<file path="src/rtl/data_sync_pkg.sv">
// Shared elaboration constants for the data_sync bus-crossing receiver.
package data_sync_pkg;

  // Fewer than two flops gives no meaningful metastability settling time.
  localparam int unsigned MinStages = 2;

endpackage

</file>
<file path="src/rtl/data_sync_bit_sync.sv">
// Single-bit N-flop synchronizer with synchronous active-low reset.
module bit_sync
  import data_sync_pkg::*;
#(
  parameter int unsigned stages = 2
) (
  input  logic clk,
  input  logic rst,
  input  logic d_i,
  output logic q_o
);

  if (stages < MinStages) begin : g_bad_stages
    $error("bit_sync: stages must be >= 2");
  end

  logic [stages-1:0] sync_q;
  logic [stages-1:0] sync_d;

  always_comb begin
    sync_d = {sync_q[stages-2:0], d_i};
  end

  always_ff @(posedge clk) begin
    if (!rst) begin
      sync_q <= '0;
    end else begin
      sync_q <= sync_d;
    end
  end

  assign q_o = sync_q[stages-1];

endmodule

</file>
<file path="src/rtl/data_sync.sv">
// Receive side of a bus crossing: synchronizes bus_en, strobes on its rising
// edge and captures async_bus (held stable by the source) on that strobe.
module data_sync
  import data_sync_pkg::*;
#(
  parameter int unsigned WIDTH  = 8,
  parameter int unsigned stages = 2
) (
  input  logic             clk,
  input  logic             rst,
  input  logic [WIDTH-1:0] async_bus,
  input  logic             bus_en,
  output logic             en_pulse,
  output logic [WIDTH-1:0] sync_bus
);

  if (stages < MinStages) begin : g_bad_stages
    $error("data_sync: stages must be >= 2");
  end

  logic             sync_out;
  logic             pulse;
  logic             pulse_ff_q, pulse_ff_d;
  logic             en_pulse_q, en_pulse_d;
  logic [WIDTH-1:0] sync_bus_q, sync_bus_d;

  bit_sync #(
    .stages(stages)
  ) u_en_sync (
    .clk(clk),
    .rst(rst),
    .d_i(bus_en),
    .q_o(sync_out)
  );

  always_comb begin
    pulse      = sync_out & ~pulse_ff_q;
    pulse_ff_d = sync_out;
    en_pulse_d = pulse;
    sync_bus_d = sync_bus_q;
    if (pulse) begin
      sync_bus_d = async_bus;
    end
  end

  always_ff @(posedge clk) begin
    if (!rst) begin
      pulse_ff_q <= 1'b0;
      en_pulse_q <= 1'b0;
      sync_bus_q <= '0;
    end else begin
      pulse_ff_q <= pulse_ff_d;
      en_pulse_q <= en_pulse_d;
      sync_bus_q <= sync_bus_d;
    end
  end

  assign en_pulse = en_pulse_q;
  assign sync_bus = sync_bus_q;

endmodule

</file>
<file path="config.mk">
export PLATFORM = sky130hd
export DESIGN_NAME = data_sync
export DESIGN_NICKNAME = d
export VERILOG_FILES = /design/src/rtl/data_sync_pkg.sv /design/src/rtl/data_sync_bit_sync.sv /design/src/rtl/data_sync.sv
export SDC_FILE = /design/constraint.sdc
export NUM_CORES = 1
export LEC_CHECK = 0
export CAP_MARGIN = 20
export CORE_AREA = 4 4 41 43
export CTS_BUF_LIST = sky130_fd_sc_hd__clkbuf_4 sky130_fd_sc_hd__clkbuf_8
export DETAILED_ROUTE_END_ITERATION = 12
export DIE_AREA = 0 0 45 47
export HOLD_SLACK_MARGIN = 0.02
export PLACE_DENSITY = 0.62
export SETUP_SLACK_MARGIN = 0.1
export SYNTH_ARGS = -nofsm -noshare
export SYNTH_HDL_FRONTEND = slang
export SYNTH_SLANG_ARGS = --single-unit
export TNS_END_PERCENT = 50
</file>
<file path="constraint.sdc">
create_clock -name clk -period 1 [get_ports clk]
set_clock_uncertainty 0.1 [all_clocks]
set_input_delay 0.3 -clock clk [delete_from_list [all_inputs] [get_ports clk]]
set_output_delay 0.3 -clock clk [all_outputs]
set_load 0.005 [all_outputs]
</file>
==> results of run 1 <==
[state kept, by name (all words and copies together), names as in the netlist]
signal	flops
sync_bus	8
en_pulse	1
u_en_sync.sync_q	2
pulse_ff_q	1
[final cells by class]
| cell class | instances | area [um2] |
|---|---|---|
| fillers | 132 | 585.6 |
| clock buffers | 4 | 36.28 |
| well taps | 15 | 18.77 |
| repair buffers | 27 | 230.2 |
| flip-flops and latches | 12 | 251.5 |
| multi-input cells | 29 | 178.9 |
[routing by layer]
layer,vias up,global-route usage (%)
met3,2,4.598
met4,0,7.018
li1,194,-
met1,161,9.238
met2,18,15.54
met5,-,0
[kinds of logic after synthesis]
family	synth area share [%]
multiplexers	18.03
AND/OR/NAND/NOR	21.13
buffers and inverters	6.761
flip-flops	54.08
[cells in the final DEF, fill, tap and decap left out, drive strengths merged]
| cell type | netlist | final |
|---|---|---|
| mux2i | 8 | 8 |
| dfxtp | 12 | 12 |
| and2 | 3 | 3 |
| nand2 | 16 | 16 |
| clkbuf | 0 | 4 |
| buf | 3 | 17 |
| clkdlybuf4s50 | 0 | 9 |
| dlygate4sd2 | 0 | 1 |
| nor2b | 2 | 2 |
[power breakdown]
part | internal [mW] | switching (mW) | leakage [nW]
combinational | 0.0801 | 0.0374 | 0.198
sequential | 0.497 | 0.00852 | 0.102
clock | 0.221 | 0.156 | 0.0210
[metrics by stage]
| step | cells | instance area [um2] |
|---|---|---|
| 5_1_grt | 87 | 715.7 |
| 3_5_place_dp | 83 | 683.2 |
| 6_report | 87 | 715.7 |
| 4_1_cts | 87 | 696.9 |
| 3_3_place_gp | 83 | 683.2 |
| 2_1_floorplan | 44 | 447.9 |
[final timing paths]
path | end | slack, ns | depth (start not counted) | from
setup reg to reg | sync_bus[3]$_SDFFE_PN0P_ | 0.04 | 3 | u_en_sync.sync_q[1]$_SDFF_PN0_
hold reg to reg | u_en_sync.sync_q[1]$_SDFF_PN0_ | 0.33 | 1 | u_en_sync.sync_q[0]$_SDFF_PN0_
hold / removal | u_en_sync.sync_q[1]$_SDFF_PN0_ | 0.33 | 1 | u_en_sync.sync_q[0]$_SDFF_PN0_
setup / recovery | sync_bus[7] | -0.11 | 1 | sync_bus[7]$_SDFFE_PN0P_
==> results.yml, run 1 <==
sta:
  layout_setup_ws_ns: -0.1095
  layout_worst_path_cycle_share_pct: 111.0
  setup_viol: 9
  hold_ws_ns: 0.3347
  period_needed_ns: 1.110
  worst_pin_slew_ns: 0.1763
  rsz0062_at_grt: "true"
  maxSlewHeadroom_pct: 88.25
  max_freq_ghz: 0.9013
  hold_viol: 0
  drv_slew: 0
  tns_ns: -0.9056
synth:
  synthCells: 44
  yosys.area.top_type_share_pct: 54.08
  syn_area_per_cell_um2: 10.09
  synth_area_leader_cell: "dfxtp_1"
  synth_warnings: 0
  syn-cell-area_um2: 444.2
  async_flop_share_pct: 0
  synth_nets: 55
  synth-main-ff-cell: "dfxtp_1"
  post-synth-top-count-cell: "nand2_1"
  synth.top_cells.by_count: "nand2_1, dfxtp_1, mux2i_1"
  netlist_top_cells_area: "dfxtp_1, mux2i_1, nand2_1"
  synth.ff_latch_count: 12
  synth_edf_count: 0
  ys_seq_area_share_pct: 54.08
  synth_cell_types: 8
floorplan:
  coreArea_um2: 1301
  die_width_um: 45
  fp-row-count: 13
  start_util_pct: 34.13
  fp.dieH_um: 47
  die_area_um2: 2115
  io_pins: 20
cts:
  clock_path_buffers: 2
  cts_root_buf: "clkbuf_4"
  clock-sinks: 12
  cts_tree: "built"
  cts_setup_buffers: 0
  clkTransAtPathRegs_ns: 0.08
  cts_inserted_buffers: 3
  ctsResizeCount: 49
  worstSkewPairLatency_ns: 0.27
  ctsHtreeMaxLevel: 1
  ctsHoldBuffers: 0
setup_path:
  path_cells: "buf_2"
  cp_slowest_cell: "dfxtp_2"
  critPathRequiredTime_ns: 0.60
  crit_family: "flip-flops"
  cp_max_fo: 2
  worstPathArrival_ns: 0.71
  cp-start-kind: "register"
  slowest_delay_ns: 0.32
  cp_num_buf_inv: 1
  endpoint_kind: "output pin"
  critical_path_class: "reg -> out"
layout:
  areaGrowthSynthToFinish_pct: 61.13
  drive_gt1_share_pct: 43.06
  final_util_pct: 55.00
  nNetsFinal: 84
  antenna_cells: 0
detailed_routing:
  m1WireLength_um: 329
  wl_per_cell_um: 9.494
  viasPerCell: 4.310
  dr.pass1.iters: 4
  postRouteAntennaNets: 0
  wl_um: 826
  met3_length_um: 120
  vias: 375
  drc: 0
  wl_met2_um: 361
  route.top_layer_used: "met4"
  drtIter0Drc: 6
global_route:
  grt_max_degree: 8
  grt_overflow: 0
  antenna_found_initial: 0
  grt_pass1_vias: 339
  grt_util_all_layers_pct: 9.452
  grt_pass1_wl_mm: 1.338
status:
  violations: "negative setup slack"
  run_status: "complete, but fails checks"
hold_path:
  hp-class: "reg -> reg"
placement:
  portBuffers: 19
  pre_cts_ws_ns: -0.4118
  dp_hpwl_um: 628.2
  place.gp.congestion: 0.6472
pwr:
  power_leakage_nw: 0.3210
  vdd_drop_max_mv: 0.5825
  power_density_nw_per_um2: 1397
  finalPower_uw: 999.7
flow_run:
  drv_cap: 0
Power figures use the tool's default switching activity.
==> inputs of run 2 (changes only) <==
--- a/config.mk
+++ b/config.mk
@@ -11,9 +11,10 @@
 export DETAILED_ROUTE_END_ITERATION = 12
 export DIE_AREA = 0 0 45 47
 export HOLD_SLACK_MARGIN = 0.02
-export PLACE_DENSITY = 0.62
+export PLACE_DENSITY = 0.64
 export SETUP_SLACK_MARGIN = 0.1
 export SYNTH_ARGS = -nofsm -noshare
 export SYNTH_HDL_FRONTEND = slang
+export SYNTH_HIERARCHICAL = 1
 export SYNTH_SLANG_ARGS = --single-unit
 export TNS_END_PERCENT = 50
==> run 2 against run 1 <==
The run still ends with negative setup slack left. Critical path depth unchanged. Die area unchanged. Sequential share of layout area down 0.30 points. Sequential power barely moved. Register-to-register slack got worse by 0.05 ns. Synthesized cell count unchanged. Sequential cell count unchanged. Clock-buffer cell count did not move. Utilization increased by 0.48 points. First-iteration DRC count decreased by 100%.
==> results.yml, run 2 <==
status:
  run_status: "complete, but fails checks"
  violations: "negative setup slack"
detailed_routing:
  wl_per_cell_um: 10.54
  viasPerCell: 4.306
  dr.pass1.iters: 1
  drc: 0
  vias: 366
  drtIter0Drc: 0
  wl_um: 896
  postRouteAntennaNets: 0
global_route:
  grt_max_degree: 9
  grt_pass1_wl_mm: 1.442
  grt_util_all_layers_pct: 9.762
  grt_overflow: 0
  antenna_found_initial: 0
  grt_pass1_vias: 338
layout:
  areaGrowthSynthToFinish_pct: 57.22
  final_common_cell: "nand2_1"
  antenna_cells: 0
  final_util_pct: 55.48
  largest_register_ffs: 8
  drive_gt1_share_pct: 44.29
  stdcell_count: 85
  mostFrequentLayoutCells: "nand2_1, clkdlybuf4s50_1, dfxtp_2, mux2i_1, buf_2"
  fin_area_um2: 721.9
  nNetsFinal: 82
setup_path:
  reg2reg_slack_ns: -0.01
  path_cells: "buf_2"
  cp_max_fo: 2
  critPathRequiredTime_ns: 0.60
  slowest_delay_ns: 0.32
  crit_family: "flip-flops"
  rr_endpoint: "sync_bus[3]$_SDFFE_PN0P_"
  crit_start: "sync_bus[2]$_SDFFE_PN0P_"
  worstPathArrival_ns: 0.71
  endpoint_kind: "output pin"
  critical_path_class: "reg -> out"
  reg2regPathDepth: 3
  cp_num_buf_inv: 1
  cp-start-kind: "register"
  cp_slowest_cell: "dfxtp_2"
  reg2reg_from: "u_en_sync/sync_q[1]$_SDFF_PN0_"
cts:
  cts_root_buf: "clkbuf_4"
  clock_path_buffers: 2
  clock-sinks: 12
  ctsHtreeMaxLevel: 1
  worstSkewPairLatency_ns: 0.27
  ctsHoldBuffers: 0
  cts_tree: "built"
  clkTransAtPathRegs_ns: 0.08
  cts_inserted_buffers: 3
pwr:
  finalPower_mw: 1.005
  vdd_drop_max_mv: 1.079
  power_leakage_nw: 0.3185
  power_density_nw_per_um2: 1392
floorplan:
  start_util_pct: 35.29
  coreArea_um2: 1301
  die_width_um: 45
  fp-row-count: 13
  io_pins: 20
  die_area_um2: 2115
  fp.dieH_um: 47
sta:
  hold_ws_ns: 0.3375
  tns_ns: -0.9608
  worst_pin_slew_ns: 0.1188
  layout_setup_ws_ns: -0.1106
  hold_viol: 0
  layout_worst_path_cycle_share_pct: 111.1
  drv_slew: 0
  max_freq_ghz: 0.9004
  setup_viol: 16
  period_needed_ns: 1.111
  maxSlewHeadroom_pct: 91.85
  rsz0062_at_grt: "true"
synth:
  syn-cell-area_um2: 459.2
  synthCells: 44
  syn_area_per_cell_um2: 10.44
  synth.top_cells.by_count: "nand2_1, dfxtp_1, mux2i_1"
  yosys.area.top_type_share_pct: 52.32
  synth-main-ff-cell: "dfxtp_1"
  ys_seq_area_share_pct: 52.32
  synth.ff_latch_count: 12
  post-synth-top-count-cell: "nand2_1"
  netlist_top_cells_area: "dfxtp_1, mux2i_1, nand2_1"
  synth_warnings: 6
  async_flop_share_pct: 0
  synth_edf_count: 0
  synth_nets: 55
  synth_cell_types: 8
  synth_area_leader_cell: "dfxtp_1"
placement:
  place.gp.congestion: 0.6165
  portBuffers: 19
  dp_hpwl_um: 595.3
  pre_cts_ws_ns: -0.3352
  dp_cells: 78
  placed_area_um2: 654.4
hold_path:
  hold_end: "u_en_sync/sync_q[1]$_SDFF_PN0_"
  holdPathStages: 1
  hp-start: "u_en_sync/sync_q[0]$_SDFF_PN0_"
  hp-class: "reg -> reg"
flow_run:
  drv_cap: 0
-- run 2: layout make-up --
| cell class | instances | area, um2 |
|---|---|---|
| clock buffer | 4 | 36.28 |
| multi-input combinational | 29 | 182.7 |
| timing repair buffer | 25 | 232.7 |
| tap | 15 | 18.77 |
| sequential | 12 | 251.5 |
| fill | 137 | 579.3 |
-- run 2: where the power goes --
part	total [mW]	switching (mW)	internal (mW)
Sequential	0.504	0.00751	0.497
Clock	0.377	0.156	0.221
Combinational	0.124	0.0403	0.0834
Total	1.01	0.204	0.801
-- run 2: cell families after synthesis --
group	synth area share, %
multiplexers	17.44
flip-flops	52.32
AND/OR/NAND/NOR	22.07
buffers and inverters	8.173
-- run 2: timing repair --
item / 4_1_cts / 5_1_grt
buffers inserted: 1 / 0
pin swaps: 1 / 0
endpoints found under the setup margin: 21 / 18
resized for setup: 48 / 3
gates cloned: 2 / 0
-- run 2: how the worst max path moves through the flow --
| stage | slack (ns) | cells after the start | endpoint |
|---|---|---|---|
| floorplan | 0.08 | 3 | pulse_ff_q$_SDFF_PN0_ |
| global route | -0.15 | 1 | sync_bus[4] |
| global placement | -0.31 | 4 | sync_bus[0]$_SDFFE_PN0P_ |
| finish | -0.11 | 1 | sync_bus[2] |
| detailed placement | -0.34 | 4 | sync_bus[7]$_SDFFE_PN0P_ |
| CTS | -0.12 | 1 | sync_bus[3] |
-- run 2: routing by layer --
layer / vias up / share of wire (%) / global-route usage (%)
met5: - / 0 / 0
met4: 0 / 0 / 0
met3: 0 / 12 / 7.663
met2: 15 / 48 / 15.82
met1: 161 / 39 / 10.83
li1: 190 / - / -
==> inputs of run 3 (changes only) <==
--- a/config.mk
+++ b/config.mk
@@ -7,14 +7,15 @@
 export LEC_CHECK = 0
 export CAP_MARGIN = 20
 export CORE_AREA = 4 4 41 43
-export CTS_BUF_LIST = sky130_fd_sc_hd__clkbuf_4 sky130_fd_sc_hd__clkbuf_8
+export CTS_BUF_LIST = sky130_fd_sc_hd__clkbuf_2 sky130_fd_sc_hd__clkbuf_4 sky130_fd_sc_hd__clkbuf_8
 export DETAILED_ROUTE_END_ITERATION = 12
 export DIE_AREA = 0 0 45 47
 export HOLD_SLACK_MARGIN = 0.02
+export MAX_ROUTING_LAYER = met4
 export PLACE_DENSITY = 0.64
 export SETUP_SLACK_MARGIN = 0.1
 export SYNTH_ARGS = -nofsm -noshare
 export SYNTH_HDL_FRONTEND = slang
 export SYNTH_HIERARCHICAL = 1
 export SYNTH_SLANG_ARGS = --single-unit
-export TNS_END_PERCENT = 50
+export TNS_END_PERCENT = 100
==> run 3 against run 2 <==
The flow still finishes with violations (negative setup slack). Clock-buffer cell count unchanged. Setup slack worse by 0.0036 ns. Cell count up 1.2%. Largest power group unchanged.
==> results.yml, run 3 (synthesis gave the netlist of run 2 again) <==
layout:
  drive_gt1_share_pct: 47.89
  multiInputGateArea_um2: 191.4
  final_util_pct: 56.73
  mostFrequentLayoutCells: "nand2_1, clkdlybuf4s50_1, dfxtp_2, buf_2, mux2i_1"
  largest_register_ffs: 8
  areaGrowthSynthToFinish_pct: 60.76
  fin_area_um2: 738.2
  fillers: 128
  final_common_cell: "nand2_1"
  antenna_cells: 0
  nNetsFinal: 83
  layout.area.seq_um2: 251.5
detailed_routing:
  dr.pass1.iters: 1
  postRouteAntennaNets: 0
  drc: 0
  viasPerCell: 4.337
  wl_um: 917
  drtIter0Drc: 0
  wl_per_cell_um: 10.66
  vias: 373
global_route:
  antenna_found_initial: 0
  grt_max_degree: 8
  grt_pass1_vias: 337
  grt_pass1_wl_mm: 1.428
  grt_util_all_layers_pct: 10.01
  grt_overflow: 0
cts:
  clock-sinks: 12
  worstSkewPairLatency_ns: 0.27
  cts_inserted_buffers: 3
  clkTransAtPathRegs_ns: 0.08
  ctsHtreeMaxLevel: 1
  cts_root_buf: "clkbuf_4"
  clock_path_buffers: 2
  cts_tree: "built"
floorplan:
  fp-row-count: 13
  start_util_pct: 35.29
  coreArea_um2: 1301
  fp.dieH_um: 47
  io_pins: 20
  die_area_um2: 2115
  die_width_um: 45
setup_path:
  slowest_delay_ns: 0.32
  cp_max_fo: 2
  cp_num_buf_inv: 1
  crit_family: "flip-flops"
  critPathRequiredTime_ns: 0.60
  path_cells: "buf_2"
  endpoint_kind: "output pin"
  cp-start-kind: "register"
  critical_path_class: "reg -> out"
  worstPathArrival_ns: 0.71
  cp_slowest_cell: "dfxtp_2"
sta:
  setup_viol: 15
  layout_worst_path_cycle_share_pct: 111.4
  period_needed_ns: 1.114
  max_freq_ghz: 0.8976
  layout_setup_ws_ns: -0.1141
  hold_viol: 0
  hold_ws_ns: 0.3368
  maxSlewHeadroom_pct: 90.07
  rsz0062_at_grt: "true"
  worst_pin_slew_ns: 0.1461
  tns_ns: -1.068
  drv_slew: 0
pwr:
  power_leakage_nw: 0.3281
  vdd_drop_max_mv: 0.7973
  power_density_nw_per_um2: 1383
placement:
  place.gp.congestion: 0.6277
  portBuffers: 19
  placed_area_um2: 675.6
status:
  run_status: "complete, but fails checks"
  violations: "negative setup slack"
hold_path:
  hp-class: "reg -> reg"
flow_run:
  drv_cap: 0
## run 3: changes by cell type in the layout (fill, tap and decap cells not counted), sizes merged
| cell | previous run | this run |
|---|---|---|
| buf | 14 | 15 |
## run 3: power breakdown
group	switching (mW)	total, mW	internal (mW)
registers	0.00763	0.504	0.497
logic	0.0433	0.131	0.0873
clock network	0.165	0.386	0.221
## run 3: path summary, 6_finish.rpt
| kind | from | endpoint | slack, ns | cells after the start |
|---|---|---|---|---|
| min | u_en_sync/sync_q[0]$_SDFF_PN0_ | u_en_sync/sync_q[1]$_SDFF_PN0_ | 0.34 | 1 |
| min reg2reg | u_en_sync/sync_q[0]$_SDFF_PN0_ | u_en_sync/sync_q[1]$_SDFF_PN0_ | 0.34 | 1 |
| max | sync_bus[6]$_SDFFE_PN0P_ | sync_bus[6] | -0.11 | 1 |
| max reg2reg | u_en_sync/sync_q[1]$_SDFF_PN0_ | sync_bus[2]$_SDFFE_PN0P_ | -0.04 | 3 |
## run 3: cell type report
class / instances / area share, %
timing repair buffer: 26 / 32.54
tap: 15 / 2.542
clock buffer: 4 / 4.915
multi-input combinational: 29 / 25.93
sequential: 12 / 34.07
## run 3: metrics by stage
| stage | worst slack [ns] | instances | power [mW] |
|---|---|---|---|
| finish | -0.1141 | 86 | 1.021 |
| CTS | -0.1246 | 86 | 1.033 |
| floorplan | 0.09366 | 44 | 0.5680 |
| global placement | -0.3108 | 79 | 0.6365 |
| detailed placement | -0.3693 | 79 | 0.6371 |
| global route | -0.1475 | 86 | 1.077 |
## run 3: metal layers
layer	global-route usage, %	wire length, um	up-vias
met5	-	0	-
met4	3.509	0	0
met3	4.598	98	0
met2	14.69	412	16
met1	12.01	406	165
li1	-	-	192
## run 3: repair_timing
item,in CTS,in global routing
buffers inserted,1,0
hold buffers,0,0
setup endpoints to repair,21,18
pin swaps,1,0
resized for setup,48,5
gates cloned,2,0
hold endpoints to repair,0,0
